<file path="src/rtl/c64_mem_map_if.sv">
// CPU-side bus between the 6510 core and the C64 memory map.
// Handshake: there is no valid/ready pair. The core drives ab/dout/we after a
// rising edge, the memory map returns di on the falling edge, and the core
// samples di on the next rising edge. Every access finishes in one cycle.
// The core's write-data bus is named dout because "do" is a reserved word.
interface c64_mem_map_if;
  logic [15:0] ab;
  logic [7:0]  dout;
  logic        we;
  logic [7:0]  di;

  modport master (output ab, output dout, output we, input di);
  modport slave  (input ab, input dout, input we, output di);
endinterface

</file>
<file path="src/rtl/c64_mem_map.sv">
// C64 memory map: the 6510 on-chip I/O port ($0000 DDR, $0001 data), the
// LORAM/HIRAM/CHAREN bank decode, and a read mux registered on the falling edge.
module c64_mem_map #(
  parameter int          RAM_AW      = 16,
  parameter logic [7:0]  PORT_PULLUP = 8'hFF
) (
  input  logic              clk,
  input  logic              reset,
  c64_mem_map_if.slave      bus,
  output logic [RAM_AW-1:0] ram_addr,
  output logic [7:0]        ram_wdata,
  output logic              ram_we,
  input  logic [7:0]        ram_rdata,
  output logic [12:0]       basic_addr,
  input  logic [7:0]        basic_rdata,
  output logic [12:0]       kernal_addr,
  input  logic [7:0]        kernal_rdata,
  output logic [11:0]       char_addr,
  input  logic [7:0]        char_rdata,
  output logic              io_sel,
  output logic              io_we,
  input  logic [7:0]        io_rdata,
  input  logic [7:0]        port_in,
  output logic [7:0]        port_out,
  output logic [7:0]        port_dir
);

  typedef enum logic [2:0] {
    REG_RAM,
    REG_BASIC,
    REG_KERNAL,
    REG_CHAR,
    REG_IO,
    REG_DDR,
    REG_PDATA
  } region_t;

  logic [7:0] ddr;
  logic [7:0] pdata;
  logic [7:0] di_q;
  logic [2:0] bank;
  logic       loram;
  logic       hiram;
  logic       charen;
  region_t    region;
  logic [7:0] rd_mux;

  // Only the three banking bits of the effective port value matter for decode.
  assign bank   = (ddr[2:0] & pdata[2:0]) | (~ddr[2:0] & PORT_PULLUP[2:0]);
  assign loram  = bank[0];
  assign hiram  = bank[1];
  assign charen = bank[2];

  assign port_out = ddr & pdata;
  assign port_dir = ddr;

  assign ram_addr    = bus.ab[RAM_AW-1:0];
  assign ram_wdata   = bus.dout;
  assign basic_addr  = bus.ab[12:0];
  assign kernal_addr = bus.ab[12:0];
  assign char_addr   = bus.ab[11:0];

  // Region decode from the current address and the banking lines.
  always_comb begin
    region = REG_RAM;
    if (bus.ab == 16'h0000) begin
      region = REG_DDR;
    end else if (bus.ab == 16'h0001) begin
      region = REG_PDATA;
    end else begin
      case (bus.ab[15:12])
        4'hA, 4'hB: region = (loram && hiram) ? REG_BASIC : REG_RAM;
        4'hE, 4'hF: region = hiram ? REG_KERNAL : REG_RAM;
        4'hD: begin
          if (!loram && !hiram) region = REG_RAM;
          else if (charen)      region = REG_IO;
          else                  region = REG_CHAR;
        end
        default: region = REG_RAM;
      endcase
    end
  end

  // Write strobes; a cycle with reset asserted never writes anything.
  assign io_sel = (region == REG_IO);
  assign io_we  = bus.we & io_sel & ~reset;
  assign ram_we = bus.we & ~io_sel & ~reset;

  // Read data source for the current address.
  always_comb begin
    rd_mux = ram_rdata;
    case (region)
      REG_BASIC:  rd_mux = basic_rdata;
      REG_KERNAL: rd_mux = kernal_rdata;
      REG_CHAR:   rd_mux = char_rdata;
      REG_IO:     rd_mux = io_rdata;
      REG_DDR:    rd_mux = ddr;
      REG_PDATA:  rd_mux = (ddr & pdata) | (~ddr & port_in);
      default:    rd_mux = ram_rdata;
    endcase
  end

  // Port registers update on the rising edge that ends the write cycle.
  always_ff @(posedge clk or posedge reset) begin
    if (reset) begin
      ddr   <= 8'h00;
      pdata <= 8'h00;
    end else if (bus.we) begin
      if (bus.ab == 16'h0000) ddr <= bus.dout;
      if (bus.ab == 16'h0001) pdata <= bus.dout;
    end
  end

  // Read data is captured on the falling edge, giving a half-cycle read.
  always_ff @(negedge clk or posedge reset) begin
    if (reset) di_q <= 8'h00;
    else       di_q <= rd_mux;
  end

  assign bus.di = di_q;

endmodule

</file>
<file path="src/flat_wrapper.sv">
// flat-port wrapper written by rule: the top's interface ports become plain ports
module c64_mem_map_flat 
#(
  parameter int          RAM_AW      = 16,
  parameter logic [7:0]  PORT_PULLUP = 8'hFF
)
  (clk, reset, ram_addr, ram_wdata, ram_we, ram_rdata, basic_addr, basic_rdata, kernal_addr, kernal_rdata, char_addr, char_rdata, io_sel, io_we, io_rdata, port_in, port_out, port_dir, bus_ab, bus_dout, bus_we, bus_di);
  c64_mem_map_if bus_i ();
  input  logic clk;
  input  logic reset;
  output logic [RAM_AW-1:0] ram_addr;
  output logic [7:0] ram_wdata;
  output logic ram_we;
  input  logic [7:0] ram_rdata;
  output logic [12:0] basic_addr;
  input  logic [7:0] basic_rdata;
  output logic [12:0] kernal_addr;
  input  logic [7:0] kernal_rdata;
  output logic [11:0] char_addr;
  input  logic [7:0] char_rdata;
  output logic io_sel;
  output logic io_we;
  input  logic [7:0] io_rdata;
  input  logic [7:0] port_in;
  output logic [7:0] port_out;
  output logic [7:0] port_dir;
  input wire logic [$bits(bus_i.ab)-1:0] bus_ab;
  input wire logic [$bits(bus_i.dout)-1:0] bus_dout;
  input wire logic [$bits(bus_i.we)-1:0] bus_we;
  output wire logic [$bits(bus_i.di)-1:0] bus_di;
  assign bus_i.ab = bus_ab;
  assign bus_i.dout = bus_dout;
  assign bus_i.we = bus_we;
  assign bus_di = bus_i.di;
  c64_mem_map #(.RAM_AW(RAM_AW), .PORT_PULLUP(PORT_PULLUP)) u_core (.clk(clk), .reset(reset), .bus(bus_i), .ram_addr(ram_addr), .ram_wdata(ram_wdata), .ram_we(ram_we), .ram_rdata(ram_rdata), .basic_addr(basic_addr), .basic_rdata(basic_rdata), .kernal_addr(kernal_addr), .kernal_rdata(kernal_rdata), .char_addr(char_addr), .char_rdata(char_rdata), .io_sel(io_sel), .io_we(io_we), .io_rdata(io_rdata), .port_in(port_in), .port_out(port_out), .port_dir(port_dir));
endmodule
</file>
<file path="config.mk">
export PLATFORM = sky130hd
export DESIGN_NAME = c64_mem_map_flat
export DESIGN_NICKNAME = d
export VERILOG_FILES = /design/src/rtl/c64_mem_map_if.sv /design/src/rtl/c64_mem_map.sv /design/src/flat_wrapper.sv
export SDC_FILE = /design/constraint.sdc
export NUM_CORES = 1
export LEC_CHECK = 0
export ABC_AREA = 1
export BUFFER_PORTS_ARGS = -buffer_cell sky130_fd_sc_hd__buf_2
export CAP_MARGIN = 25
export CELL_PAD_IN_SITES_DETAIL_PLACEMENT = 0
export CELL_PAD_IN_SITES_GLOBAL_PLACEMENT = 2
export CORE_UTILIZATION = 17
export DETAILED_ROUTE_END_ITERATION = 8
export PLACE_DENSITY_LB_ADDON = 0.1
export SYNTH_ARGS = -nofsm -noshare
export SYNTH_HDL_FRONTEND = slang
export SYNTH_SLANG_ARGS = --single-unit
</file>
<file path="constraint.sdc">
create_clock -name clk -period 1.2 [get_ports clk]
set_input_delay 0.06 -clock clk [delete_from_list [all_inputs] [get_ports clk]]
set_output_delay 0.06 -clock clk [all_outputs]
set_load 0.02 [all_outputs]
</file>
==> results of run 1 <==
[logic make-up after synthesis]
| logic type | Yosys count |
|---|---|
| AO/OA/AOI/OAI | 19 |
| buffers and inverters | 106 |
| AND/OR/NAND/NOR | 171 |
| flip-flops | 24 |
[timing repair]
item | CTS | global route
endpoints found under the hold margin | 2 | 0
gates cloned | 2 | 0
buffers inserted | 6 | 6
pin swaps | 24 | 14
setup endpoints to repair | 28 | 34
gates resized for setup | 76 | 34
hold buffers | 1 | 0
[worst min-delay path by stage]
stage / end / start
4_1_cts: u_core.port_dir[7]$_DFFE_PP0P_ / bus_dout[7]
3_5_place_dp: u_core.pdata[2]$_DFFE_PP0P_ / reset
2_1_floorplan: u_core.pdata[0]$_DFFE_PP0P_ / reset
6_report: u_core.port_dir[7]$_DFFE_PP0P_ / bus_dout[7]
3_3_place_gp: u_core.pdata[2]$_DFFE_PP0P_ / reset
5_1_grt: u_core.port_dir[7]$_DFFE_PP0P_ / bus_dout[7]
[cells in the final DEF (no fill, tap or decap), drive strengths merged]
cell type,Yosys,routed
o21ai,17,17
clkbuf,0,3
nand2,79,80
nor3,3,3
bufinv,0,1
dfrtn,8,8
nor2,33,33
inv,39,39
nand4,19,19
dfrtp,16,16
a21oi,2,2
nand3,37,37
buf,67,235
dlygate4sd3,0,1
[worst min-delay path, cell delays in order]
cell and delay, ns:
buf_2 0.11, nand2_2 0.05, o21ai_2 0.04
[cell type report]
class,count,area share (%)
Clock buffer,3,1.935
Clock inverter,1,0.7742
Inverter,39,3.839
Multi-Input combinational cell,191,29.77
Sequential cell,24,15.58
Tap cell,168,5.419
Timing Repair Buffer,236,42.68
[registers in the layout, summed over array words and instances, names as in the netlist]
name	flops
u_core.bus.di	8
u_core.pdata	8
u_core.port_dir	8
[power by group]
part | switching, uW | internal, uW
Sequential | 7.32 | 824
Combinational | 373 | 272
Clock | 340 | 665
Total | 720 | 1760
[stage by stage]
stage          cell area (um2)  cells  power [uW]
6_report                  3879    662        2482
5_1_grt                   3879    662        2586
4_1_cts                   3737    657        2499
3_5_place_dp              3261    644        1435
3_3_place_gp              3261    644        1436
2_1_floorplan             2212    320        1232
[per-layer routing]
| metal | part of all wire, % | vias up | GRT usage (%) | wire length, um |
|---|---|---|---|---|
| met5 | 0 | - | 0 | 0 |
| met4 | 0.43 | 0 | 1.558 | 38 |
| met3 | 5.7 | 4 | 2.329 | 503 |
| met2 | 46 | 93 | 22.18 | 4067 |
| met1 | 48 | 1109 | 18.42 | 4262 |
| li1 | - | 1311 | - | - |
==> impl_metrics.yaml, run 1 <==
layout:
  synthToLayoutAreaGrowth_pct: 79.61
  regArea_um2: 604.3
  n_antenna_cell: 0
  multi_input_area_um2: 1155
  fin_util_pct: 31.76
  nFillCells: 1379
  layout-drive-gt1-share_pct: 61.94
  nNetsFinal: 570
worst_setup_path:
  r2r_slack_ns: -0.78
  crit_start: "u_core.port_dir[1]$_DFFE_PP0P_"
  ff2ff_path_depth: 10
  crit_type: "reg2reg"
  startpoint_type: "flop"
  crit_arrival_ns: 1.52
  worstPathMaxFanout: 8
  path_common_cell: "buf_6"
  path_buf_inv: 4
  cp_top_family: "simple AND/OR/NAND/NOR gates"
  worstReg2RegEnd: "u_core.bus.di[3]$_DFF_NP0_"
  cp.depth: 10
  end_kind: "flop"
  cp-endpoint: "u_core.bus.di[3]$_DFF_NP0_"
  cp_slowest_cell: "dfrtp_2"
  critPathRequiredTime_ns: 0.74
  r2r_start: "u_core.port_dir[1]$_DFFE_PP0P_"
  worstPathCellList: "inv_2, nor2_4, buf_6, nand2_8, buf_12, buf_6, nand4_1, nand3_1, nor2_1, nand2_1"
  critPathMaxStageDelay_ns: 0.38
yosys:
  synth_compound_area_share_pct: 4.751
  synthMuxAreaShare_pct: 0
  ys_ff_latch: 24
  netlist_top_cells_area: "buf_4, dfrtp_1, nand2_1"
  postSynthCellCount: 320
  synth_edf_count: 0
  ys_warn_count: 0
  yosysTopAreaCellShare_pct: 21.55
  synth.avg_cell_area_um2: 6.749
  synth_nets: 395
  yosys.area_share.adder_pct: 0
  synth_area_um2: 2160
  ys_types: 21
  yosys.area.top_type: "buf_4"
  synth_top_family_by_area: "simple AND/OR/NAND/NOR gates"
  synth_common_cells: "nand2_1, buf_4, inv_1, nand3_1, nor2_1"
  synth-xor-area-share_pct: 0
  synthSimpleGateAreaFrac_pct: 37.66
  synth-main-ff-cell: "dfrtp_1"
  seq_area_frac_synth_pct: 27.81
  synth.most_common_cell: "nand2_1"
  asyncSetResetFlopFracSynth_pct: 100.0
grt:
  grt_pass1_vias: 2345
  track_usage_pct: 13.30
  grt_pass1_wl_mm: 13.12
  antenna_found_initial: 0
  grt_max_degree: 18
  grt_overflow: 0
place:
  portBuffers: 163
  gp_congestion: 0.7687
  hpwl_mm: 6.953
  pre_cts_ws_ns: -0.9470
floorplan:
  die_y_um: 114.7
  initial_core_util_pct: 17.68
  fp.dieW_um: 114.7
  io_pins: 164
  row_count: 40
  die_area_um2: 13160
  core_area_um2: 12210
timing:
  maxSlewHeadroom_pct: 51.49
  worst_pin_slew_ns: 0.7250
  finalHoldViolCount: 0
  fin_worst_skew_ns: 0.02715
  holdWs_ns: 0.02535
  setup_tns_ns: -9.863
  setup_violations: 20
  setup_ws_ns: -0.7803
  finalMaxSlewViolations: 0
  rsz0062_at_grt: "yes"
drt:
  drt_iter0_markers: 99
  ant_nets: 0
  first_pass_iters: 4
  wl_per_cell_um: 13.40
  drt_wl_total_mm: 8.871
  num_vias: 2517
  drc: 0
  via_per_inst: 3.802
run_status:
  violations: "negative setup slack"
  outcome: "complete, but fails checks"
clock_tree:
  cts_sinks: 24
  clk_latency_ns: 0.29
  root_buffer: "clkbuf_16"
  tritoncts: "built"
  cts_buffers: 3
  cts.reportedPaths.clkPinSlew_ns: 0.07
  htreeDepth: 1
  cts_max_path_buffers: 2
hold_path:
  min_path_cells: 3
  min_path_type: "in2reg"
job:
  drv_cap: 0
power_and_ir_drop:
  leakagePower_uw: 0.002122
  p_per_area_nw_per_um2: 640.0
  ir_drop_uv: 469.8
Power figures use the tool's default switching activity.
==> inputs of run 2 (changes only) <==
--- a/config.mk
+++ b/config.mk
@@ -12,7 +12,8 @@
 export CELL_PAD_IN_SITES_GLOBAL_PLACEMENT = 2
 export CORE_UTILIZATION = 17
 export DETAILED_ROUTE_END_ITERATION = 8
-export PLACE_DENSITY_LB_ADDON = 0.1
+export PLACE_DENSITY = 0.86
+export SKIP_CTS_REPAIR_TIMING = 1
 export SYNTH_ARGS = -nofsm -noshare
 export SYNTH_HDL_FRONTEND = slang
 export SYNTH_SLANG_ARGS = --single-unit
==> run 2 against run 1 <==
Compared with the run above:
- the flow still finishes with violations (negative setup slack)
- register-to-register slack better by 0.096 ns
- core utilization fell by 2.8 points
- clock skew is 0.0035 ns higher
- critical endpoint is now u_core.bus.di[6]$_DFF_NP0_
- largest power group unchanged
==> impl_metrics.yaml, run 2 (same netlist as run 1, synthesis figures left out) <==
layout:
  fin_util_pct: 28.97
  layout-drive-gt1-share_pct: 58.02
  final_common_cell: "buf_2"
  nFillCells: 1394
  nNetsFinal: 550
  synthToLayoutAreaGrowth_pct: 63.79
  multi_input_area_um2: 1061
  layout_common_cells: "buf_2, nand2_1, buf_4, nand3_1, inv_1"
  regArea_um2: 604.3
grt:
  grt_pass1_wl_mm: 11.59
  grt_pass1_vias: 2307
  track_usage_pct: 11.54
  grt_overflow: 0
  grt_max_degree: 18
  antenna_found_initial: 4
worst_setup_path:
  crit_arrival_ns: 1.41
  path_common_cell: "nand2_4"
  worstPathCellList: "nor2_4, nand2_4, nand2_4, nor2_1, a21oi_1, nand3_1"
  critPathRequiredTime_ns: 0.73
  cp_slowest_cell: "dfrtp_1"
  worstReg2RegEnd: "u_core.bus.di[6]$_DFF_NP0_"
  startpoint_type: "flop"
  critPathMaxStageDelay_ns: 0.40
  worstPathMaxFanout: 4
  r2r_slack_ns: -0.68
  r2r_start: "u_core.pdata[1]$_DFFE_PP0P_"
  ff2ff_path_depth: 6
  end_kind: "flop"
  crit_type: "reg2reg"
floorplan:
  fp.dieW_um: 114.7
  die_y_um: 114.7
  io_pins: 164
  die_area_um2: 13160
  initial_core_util_pct: 17.68
  row_count: 40
  core_area_um2: 12210
timing:
  worst_pin_slew_ns: 0.5676
  maxSlewHeadroom_pct: 62.02
  finalMaxSlewViolations: 0
  setup_tns_ns: -8.481
  finalHoldViolCount: 0
  setup_ws_ns: -0.6842
  fin_worst_skew_ns: 0.03066
  setup_violations: 20
  rsz0062_at_grt: "yes"
power_and_ir_drop:
  p_per_area_nw_per_um2: 677.1
  p_total_uw: 2395
  leakagePower_uw: 0.001996
  ir_drop_uv: 663.3
drt:
  num_vias: 2480
  drc: 0
  via_per_inst: 3.851
  drt_wl_total_mm: 7.847
  drt_iter0_markers: 107
  ant_nets: 0
  first_pass_iters: 4
  wl_per_cell_um: 12.18
clock_tree:
  cts_buffers: 3
  root_buffer: "clkbuf_16"
  cts_max_path_buffers: 2
  cts_sinks: 24
  cts.reportedPaths.clkPinSlew_ns: 0.07
  clk_latency_ns: 0.29
  htreeDepth: 1
  tritoncts: "built"
place:
  portBuffers: 163
  pre_cts_ws_ns: -0.7858
  hpwl_mm: 6.645
  gp_congestion: 0.8465
hold_path:
  worstHoldEndpoint: "u_core.port_dir[6]$_DFFE_PP0P_"
  min_path_cells: 3
  min_path_type: "in2reg"
  hp-start: "bus_dout[6]"
job:
  drv_cap: 0
run_status:
  violations: "negative setup slack"
  outcome: "complete, but fails checks"
run 2: changes by cell type in the layout (fill, tap and decap cells not counted), moves of 2 or more:
cell     delta
nor2_4      -5
nand2_8     -2
nand3_1     +3
buf_4       -5
nand3_2     -3
buf_12      -2
nand2_2     -4
nor2_1      +4
nand2_1     +4
buf_6      -14
o21ai_0     +3
buf_2       +4
diode_2     +2
run 2: power breakdown:
group / switching, uW / internal (uW) / total, uW
Sequential: 6.65 / 825 / 832
Combinational: 350 / 241 / 591
Clock: 309 / 664 / 972
run 2: routing by layer:
layer | wire, um | part of all wire, % | global-route usage, % | vias up
li1 | - | - | - | 1268
met1 | 3247 | 41 | 13.57 | 1107
met2 | 3942 | 50 | 20.93 | 89
met3 | 495 | 6.3 | 3.070 | 12
met4 | 133 | 1.7 | 2.511 | 4
met5 | 27 | 0.34 | 0 | -
run 2: worst max-delay path by stage:
stage,startpoint,end,slack (ns),cells past startpoint
floorplan,u_core.port_dir[1]$_DFFE_PP0P_,u_core.bus.di[0]$_DFF_NP0_,-0.69,9
global placement,u_core.port_dir[0]$_DFFE_PP0P_,u_core.bus.di[6]$_DFF_NP0_,-0.74,8
detailed placement,u_core.port_dir[0]$_DFFE_PP0P_,u_core.bus.di[6]$_DFF_NP0_,-0.79,8
CTS,u_core.port_dir[0]$_DFFE_PP0P_,u_core.bus.di[6]$_DFF_NP0_,-0.79,8
global route,u_core.pdata[1]$_DFFE_PP0P_,u_core.bus.di[0]$_DFF_NP0_,-0.78,7
finish,u_core.pdata[1]$_DFFE_PP0P_,u_core.bus.di[6]$_DFF_NP0_,-0.68,6
run 2: critical path: cells and delay by family (launching register included):
family          cells  cell delay [ns]
simple gates        5             0.57
compound gates      1             0.18
flops               1             0.40
run 2: layout make-up:
cell class / count / area share, %
inverter: 39 / 4.209
clock inverter: 1 / 0.8490
clock buffer: 3 / 2.122
timing repair buffer: 217 / 39.65
multi-input combinational: 190 / 30.00
sequential: 24 / 17.09
antenna: 2 / 0.1415
tap: 168 / 5.943
run 2: per-stage QoR:
step | instances | hold slack (ns) | cell area, um2
floorplan | 320 | 0.08288 | 2212
CTS | 638 | 0.02989 | 3291
global placement | 634 | 0.2916 | 3186
detailed placement | 634 | 0.3051 | 3186
global route | 643 | 0.04577 | 3535
finish | 644 | 0.02949 | 3537
==> inputs of run 3 (changes only) <==
--- a/config.mk
+++ b/config.mk
@@ -10,9 +10,9 @@
 export CAP_MARGIN = 25
 export CELL_PAD_IN_SITES_DETAIL_PLACEMENT = 0
 export CELL_PAD_IN_SITES_GLOBAL_PLACEMENT = 2
-export CORE_UTILIZATION = 17
+export CORE_UTILIZATION = 20
 export DETAILED_ROUTE_END_ITERATION = 8
-export PLACE_DENSITY = 0.86
+export PLACE_DENSITY = 0.94
 export SKIP_CTS_REPAIR_TIMING = 1
 export SYNTH_ARGS = -nofsm -noshare
 export SYNTH_HDL_FRONTEND = slang
==> constraint.sdc (replaced) <==
create_clock -name clk -period 2.4 [get_ports clk]
set_input_delay 0.12 -clock clk [delete_from_list [all_inputs] [get_ports clk]]
set_output_delay 0.12 -clock clk [all_outputs]
set_load 0.02 [all_outputs]
==> run 3 against run 2 <==
Compared with the run above:
- the run still ends with negative setup slack left
- clock power shrank 62%
- routed wire length shrank 3.7%
- non-clock buffer count shrank 20
- highest routed layer unchanged
- sequential share of layout area grew 2.3 points
==> impl_metrics.yaml, run 3 (same netlist as run 1, synthesis figures left out) <==
timing:
  fin_worst_skew_ns: 0.009726
  worst_pin_slew_ns: 0.5710
  finalMaxSlewViolations: 0
  holdWs_ns: 0.06868
  setup_violations: 8
  rsz0062_at_grt: "yes"
  finalHoldViolCount: 0
  setup_ws_ns: -0.1752
  setup_tns_ns: -0.9923
  maxSlewHeadroom_pct: 61.79
drt:
  drc: 0
  wl_per_cell_um: 12.80
  via_per_inst: 4.102
  num_vias: 2420
  drt_wl_total_mm: 7.554
  ant_nets: 0
  first_pass_iters: 4
  drt_iter0_markers: 135
worst_setup_path:
  cp_slowest_cell: "dfrtp_1"
  worstPathMaxFanout: 8
  cp_top_family: "simple AND/OR/NAND/NOR gates"
  path_buf_inv: 2
  end_kind: "flop"
  startpoint_type: "flop"
  worstPathCellList: "nor2_4, buf_6, nor2_4, buf_12, nand3_1, nand2_1, nor2_2, nand3_1"
  crit_arrival_ns: 1.50
  critPathRequiredTime_ns: 1.32
  critPathMaxStageDelay_ns: 0.42
  crit_type: "reg2reg"
clock_tree:
  root_buffer: "clkbuf_8"
  cts_buffers: 3
  cts_sinks: 24
  cts_max_path_buffers: 2
  cts.reportedPaths.clkPinSlew_ns: 0.09
  tritoncts: "built"
  clk_latency_ns: 0.28
  htreeDepth: 1
place:
  portBuffers: 163
  place_area_um2: 2967
  hpwl_mm: 6.421
  gp_congestion: 0.8133
power_and_ir_drop:
  p_per_area_nw_per_um2: 339.4
  p_total_uw: 1059
  ir_drop_uv: 199.7
  leakagePower_uw: 0.001834
grt:
  track_usage_pct: 13.19
  grt_max_degree: 18
  grt_overflow: 0
  antenna_found_initial: 1
  grt_pass1_vias: 2167
  grt_pass1_wl_mm: 11.43
run_status:
  violations: "negative setup slack"
  outcome: "complete, but fails checks"
job:
  drv_cap: 0
layout:
  nNetsFinal: 530
  n_antenna_cell: 0
  final_design_area_no_fill_um2: 3119
  final_common_cell: "buf_2"
  layout_common_cells: "buf_2, nand2_1, inv_1, nand3_1, buf_4"
  synthToLayoutAreaGrowth_pct: 44.44
  layout-drive-gt1-share_pct: 52.64
hold_path:
  min_path_type: "in2reg"
floorplan:
  die_y_um: 105.9
  initial_core_util_pct: 20.73
  core_area_um2: 10420
  io_pins: 164
  fp.dieW_um: 105.9
  die_area_um2: 11220
  row_count: 37
-- run 3: cell types whose count changed in the layout (fill, tap and decap cells not counted), moves of 4 or more --
cell and change:
buf_2 +14, nand2_2 -4, nand2_1 +7, buf_4 -14, inv_1 +4, buf_6 -18
-- run 3: layout make-up --
type                    instances  area (um2)
clock buffers                   3       41.29
clock inverters                 1       30.03
multi-input cells             190        1002
fillers                      1139        7297
repair buffers                197        1125
well taps                     136       170.2
flip-flops and latches         24       604.3
inverters                      39       146.4
-- run 3: routing by layer --
metal	vias up	wire length (um)	GRT usage (%)
li1	1226	-	-
met1	1085	3323	16.58
met2	98	3725	23.48
met3	9	431	2.575
met4	2	66	2.282
met5	-	8	0
-- run 3: power breakdown --
group          total, uW  switching (uW)  internal [uW]
Sequential           414            2.00            412
Clock                368             145            223
Combinational        276             170            106
-- run 3: worst min-delay path, cell delays in order --
cell and delay, ns:
buf_2 0.10, nand2_2 0.05, o21ai_2 0.04
-- run 3: through the flow --
step	util [%]	std cells	worst slack [ns]
final	29.95	590	-0.1752
after global routing	29.95	590	-0.2495
after CTS	29.17	587	-0.3172
after detailed placement	28.48	583	-0.2810
after global placement	28.48	583	-0.2873
after floorplan	-	320	-0.09058
-- run 3: final timing paths --
path / from / endpoint / slack (ns) / cells past startpoint
max in group asynchronous: reset / u_core.bus.di[1]$_DFF_NP0_ / 1.20 / 2
setup reg to reg: u_core.pdata[1]$_DFFE_PP0P_ / u_core.bus.di[6]$_DFF_NP0_ / -0.18 / 8
setup / recovery: u_core.pdata[1]$_DFFE_PP0P_ / u_core.bus.di[6]$_DFF_NP0_ / -0.18 / 8
min in group asynchronous: reset / u_core.pdata[0]$_DFFE_PP0P_ / 0.19 / 3
hold reg to reg: u_core.pdata[5]$_DFFE_PP0P_ / u_core.pdata[5]$_DFFE_PP0P_ / 0.50 / 2
hold / removal: bus_dout[7] / u_core.port_dir[7]$_DFFE_PP0P_ / 0.07 / 3
